**src/rtl/mem_initiator.sv**
```systemverilog
// Single-outstanding memory bus initiator: accepts one command, issues a one-cycle
// strobe, captures the memory response and counts completions and error codes.
module mem_initiator #(
  parameter int CNT_W = 8
) (
  input  logic             clk,
  input  logic             reset,
  input  logic             cmd_valid,
  output logic             cmd_ready,
  input  logic             cmd_write,
  input  logic [9:0]       cmd_addr,
  input  logic [31:0]      cmd_wdata,
  output logic             rsp_valid,
  input  logic             rsp_ready,
  output logic             rsp_write,
  output logic [31:0]      rsp_rdata,
  output logic [1:0]       rsp_err,
  output logic [9:0]       addr,
  output logic             wr_en,
  output logic             rd_en,
  output logic [31:0]      wdata,
  input  logic [31:0]      rdata,
  input  logic [1:0]       err_rsp,
  output logic [CNT_W-1:0] cnt_decode,
  output logic [CNT_W-1:0] cnt_slave,
  output logic [CNT_W-1:0] cnt_reserved,
  output logic [15:0]      txn_cnt
);

  typedef enum logic [1:0] {IDLE, ISSUE, CAPTURE, RESP} state_t;

  state_t state_r, state_s;
  logic   write_r;

  function automatic logic [CNT_W-1:0] sat_inc(input logic [CNT_W-1:0] v);
    if (v == {CNT_W{1'b1}}) begin
      return v;
    end else begin
      return v + {{(CNT_W-1){1'b0}}, 1'b1};
    end
  endfunction

  // State register; cmd_ready is registered from the next state so it is high exactly in IDLE.
  always_ff @(posedge clk or posedge reset) begin
    if (reset) begin
      state_r   <= IDLE;
      cmd_ready <= 1'b1;
    end else begin
      state_r   <= state_s;
      cmd_ready <= (state_s == IDLE);
    end
  end

  // Next-state logic.
  always_comb begin
    state_s = state_r;
    case (state_r)
      IDLE: begin
        if (cmd_valid) state_s = ISSUE;
        else           state_s = IDLE;
      end
      ISSUE:   state_s = CAPTURE;
      CAPTURE: state_s = RESP;
      RESP: begin
        if (rsp_ready) state_s = IDLE;
        else           state_s = RESP;
      end
      default: state_s = IDLE;
    endcase
  end

  // Bus side: strobes live only in ISSUE, addr/wdata only in ISSUE and CAPTURE.
  always_ff @(posedge clk or posedge reset) begin
    if (reset) begin
      addr    <= 10'd0;
      wdata   <= 32'd0;
      wr_en   <= 1'b0;
      rd_en   <= 1'b0;
      write_r <= 1'b0;
    end else begin
      case (state_r)
        IDLE: begin
          if (cmd_valid) begin
            addr    <= cmd_addr;
            wr_en   <= cmd_write;
            rd_en   <= !cmd_write;
            wdata   <= cmd_write ? cmd_wdata : 32'd0;
            write_r <= cmd_write;
          end else begin
            addr  <= 10'd0;
            wdata <= 32'd0;
            wr_en <= 1'b0;
            rd_en <= 1'b0;
          end
        end
        ISSUE: begin
          wr_en <= 1'b0;
          rd_en <= 1'b0;
        end
        default: begin
          addr  <= 10'd0;
          wdata <= 32'd0;
          wr_en <= 1'b0;
          rd_en <= 1'b0;
        end
      endcase
    end
  end

  // Response capture and statistics; the response is held until the consumer takes it.
  always_ff @(posedge clk or posedge reset) begin
    if (reset) begin
      rsp_valid    <= 1'b0;
      rsp_write    <= 1'b0;
      rsp_rdata    <= 32'd0;
      rsp_err      <= 2'b00;
      txn_cnt      <= 16'd0;
      cnt_decode   <= {CNT_W{1'b0}};
      cnt_slave    <= {CNT_W{1'b0}};
      cnt_reserved <= {CNT_W{1'b0}};
    end else begin
      case (state_r)
        CAPTURE: begin
          rsp_valid <= 1'b1;
          rsp_write <= write_r;
          rsp_err   <= err_rsp;
          rsp_rdata <= write_r ? 32'd0 : rdata;
          txn_cnt   <= txn_cnt + 16'd1;
          case (err_rsp)
            2'b01:   cnt_decode   <= sat_inc(cnt_decode);
            2'b10:   cnt_slave    <= sat_inc(cnt_slave);
            2'b11:   cnt_reserved <= sat_inc(cnt_reserved);
            default: ;
          endcase
        end
        RESP: begin
          if (rsp_ready) begin
            rsp_valid <= 1'b0;
            rsp_write <= 1'b0;
            rsp_rdata <= 32'd0;
            rsp_err   <= 2'b00;
          end
        end
        default: ;
      endcase
    end
  end

endmodule

```
**config.mk**
```make
export PLATFORM = sky130hd
export DESIGN_NAME = mem_initiator
export DESIGN_NICKNAME = d
export VERILOG_FILES = /design/src/rtl/mem_initiator.sv
export SDC_FILE = /design/constraint.sdc
export NUM_CORES = 1
export LEC_CHECK = 0
export CAP_MARGIN = 40
export CORE_MARGIN = 2
export CORE_UTILIZATION = 30
export CTS_CLUSTER_SIZE = 30
export DETAILED_ROUTE_END_ITERATION = 7
export DONT_BUFFER_PORTS = 1
export GPL_TIMING_DRIVEN = 0
export HOLD_SLACK_MARGIN = 0.05
export SLEW_MARGIN = 0
export SYNTH_ARGS = -nofsm -noshare
export SYNTH_HDL_FRONTEND = slang
export SYNTH_SLANG_ARGS = --single-unit
```
**constraint.sdc**
```tcl
create_clock -name clk -period 5 [get_ports clk]
set_input_delay 0.25 -clock clk [delete_from_list [all_inputs] [get_ports clk]]
set_output_delay 0.25 -clock clk [all_outputs]
set_load 0.05 [all_outputs]
```
==> flow_summary.yaml <==
logic_synthesis:
  synth_edf_count: 0
  yosys-top-cells-count: "123 x dfrtp_1, 77 x a22o_1, 28 x nand2_1"
  ys_top_cells_by_area: "dfrtp_1 63%, a22o_1 14%, xnor2_1 3.2%, nand2_1 2.2%, mux2_2 1.9%"
  synth_cell_types: 35
  yosysWarnings: 0
  synth_top_family_by_area: "compound AO/OA/AOI/OAI gates"
  synth_adder_area_share: 0.0103
  synth_flop_cell: "dfrtp_1"
  synth_top_area_frac: 0.634
  yosysMostFrequentCell: "dfrtp_1"
  synth-compound-area-share: 0.161
  yosysSeqAreaShare: 0.640
  synth-xor-area-share: 0.0433
  syn_nets: 454
  syn_inst: 369
  syn_avg_cell_area_um2: 13.1
  synth-simple-area-share: 0.0915
  syn-cell-area_mm2: 0.00485
  async_reset_ff_frac: 1.00
  yosys.area.top_type: "dfrtp_1"
  synth_seq_cells: 124
  synthMuxAreaShare: 0.0278
finish:
  drive_above_1_share: 0.124
  antenna_cells: 0
  final_util: 0.413
  area_delta_synth_final_pct: 34.6
  instances_no_fill: 698
  nNetsFinal: 554
clock_tree:
  clk_pin_slew_ns: 0.05
  cts_max_level: 4
  clock_latency_ns: 0.41
  cts_max_path_buffers: 2
  clock-sinks: 124
  cts-root-buf: "clkbuf_16"
  cts_setup_buffers: 0
  cts_buffers: 17
  cts_tree: "done"
route:
  antenna_left: 0
  dr.first_iter.drc_count: 129
  drt_wl_total_um: 12700
  drc: 0
  wire_per_inst_um: 18.3
  drt_first_pass_iters: 4
  num_vias: 3472
  vias_per_cell: 4.97
pwr:
  p_leak_uw: 0.00296
  clockPowerShare: 0.276
  p_per_area_mw_per_mm2: 660
  p_int_uw: 2330
  p_seq_frac: 0.559
  combPwrFrac: 0.165
  p_sw_uw: 1980
  vdd_drop_max_mv: 0.283
  sw_frac_of_total: 0.460
setup_path:
  worstPathCellList: "ha_1 -> nand2_1 -> o31ai_1 -> mux2_2"
  slowest_stage: "dfrtp_1"
  crit_path_max_incr_delay_ns: 0.69
  start_kind: "flip-flop"
  path_max_fanout: 4
  required_ns: 5.29
  crit_arrival_ns: 2.31
  cp-end-kind: "flip-flop"
  path_buf_inv: 0
  criticalPathCategory: "reg2reg"
  path_delay_family: "flip-flops"
timing:
  worst_slack_ns: 2.98
  period_share: 0.404
  slew-limit-headroom: 0.582
  finalHoldViolCount: 0
  rsz0062_at_grt: "false"
  finalCriticalPeriod_ns: 2.02
  max_freq_ghz: 0.495
  slew_viol_final: 0
  tns_ns: 0
  whs_ns: 0.229
  skew_ns: 0.00523
  finalSetupViolations: 0
  worst_slew_pin_slew_ns: 0.627
die:
  dieHeight_um: 131
  io-pin-count: 202
  die_area_mm2: 0.0172
  core_area_mm2: 0.0158
  rows: 46
  start_util: 0.307
  die_w_um: 131
global_route:
  grt_max_degree: 80
  grt_pass1_wl_um: 20700
  grtUsageTotal: 0.154
  overflow: 0
  grt_pass1_vias: 3866
  antenna_found_initial: 0
place:
  place_congestion: 0.780
  place_inst: 586
  port_buffers: 0
  hpwl_um: 8090
  post-place-ws_ns: 3.02
hold_path:
  hp-class: "in2reg"
run_status:
  outcome: "finished, final reports clean"
job:
  max-cap-violations: 0
==> worst register-to-register path, delay by kind of cell, from the launching register on <==
kind,cells,cell delay [ns]
flip-flops,1,0.69
multiplexers,1,0.38
AO/OA/AOI/OAI,1,0.41
AND/OR/NAND/NOR,1,0.11
adder cells (fa/ha/maj),1,0.32
==> what timing repair did <==
action | in CTS | in global routing
hold endpoints to repair | 125 | 0
hold buffers | 80 | 0
resized for setup | 0 | 0
==> per-stage QoR <==
step	total power, uW	cell area, um^2
after detailed placement	3070	5150
final	4310	6530
after floorplan	2840	4850
after CTS	4330	6530
after global routing	4520	6530
after global placement	3040	5120
==> cell families (layout without fill, tap and decap cells) <==
family | after synthesis | after routing
flops | 124 | 124
compound gates | 96 | 96
simple gates | 84 | 84
buf+inv | 25 | 138
xor+xnor | 24 | 24
mux | 12 | 12
fa+ha+maj | 4 | 4
==> layout by cell type (no fill, tap or decap), drive strengths merged, types with 2 or more instances in the layout <==
cell | netlist | layout
nand2b | 2 | 2
a22o | 77 | 77
nand3 | 9 | 9
and4bb | 2 | 2
inv | 6 | 8
mux2 | 12 | 12
a21o | 2 | 2
xor2 | 6 | 6
nor2b | 3 | 3
nand4 | 11 | 11
o21ai | 7 | 7
clkinv | 0 | 5
dfrtp | 123 | 123
and2 | 2 | 2
nor3 | 7 | 7
clkbuf | 3 | 23
bufinv | 0 | 2
clkinvlp | 0 | 3
xnor2 | 18 | 18
buf | 16 | 17
nor2 | 12 | 12
a21oi | 8 | 8
ha | 4 | 4
nand2 | 28 | 28
and4 | 3 | 3
and4b | 2 | 2
dlygate4sd3 | 0 | 80
==> power groups by stage <==
stage	clock network, uW	logic [uW]	registers (uW)
finish	1190	709	2410
global route	1280	794	2450
global placement	0	610	2430
CTS	1220	702	2410
floorplan	0	507	2330
detailed placement	0	647	2420
==> state kept, by name (all words and copies together) (netlist names) <==
signal        cells
addr             10
cmd_ready         1
cnt_decode        8
cnt_reserved      8
cnt_slave         8
rd_en             1
rsp_err           2
rsp_rdata        32
rsp_valid         1
rsp_write         1
state_r           2
txn_cnt          16
wdata            32
wr_en             1
write_r           1
==> worst paths after layout <==
| kind | start | slack (ns) | cells past startpoint | end |
|---|---|---|---|---|
| max | cnt_decode[0] | 2.98 | 4 | cnt_decode[1] |
| min | err_rsp[0] | 0.23 | 3 | cnt_reserved[6] |
| max reg2reg | cnt_decode[0] | 2.98 | 4 | cnt_decode[1] |
| min reg2reg | write_r | 0.55 | 1 | rsp_write |
| max in group asynchronous | reset | 3.92 | 3 | txn_cnt[10] |
| min in group asynchronous | reset | 0.34 | 2 | addr[8] |
==> metal layers <==
layer / wire length (um) / track usage / vias to the layer above
li1: - / - / 1561
met5: 0 / 0 / -
met4: 276 / 0.0664 / 0
met3: 1020 / 0.0671 / 18
met1: 5070 / 0.172 / 1744
met2: 6380 / 0.258 / 149
==> layout make-up <==
class | instances | area, um^2
inverter | 6 | 27.5
sequential | 124 | 3100
timing repair buffer | 81 | 828
clock inverter | 12 | 140
tap | 216 | 270
fill | 1441 | 9300
clock buffer | 20 | 437
multi-input combinational | 220 | 1620
buffer | 19 | 104
No activity file was read; power rests on OpenSTA's default activity.
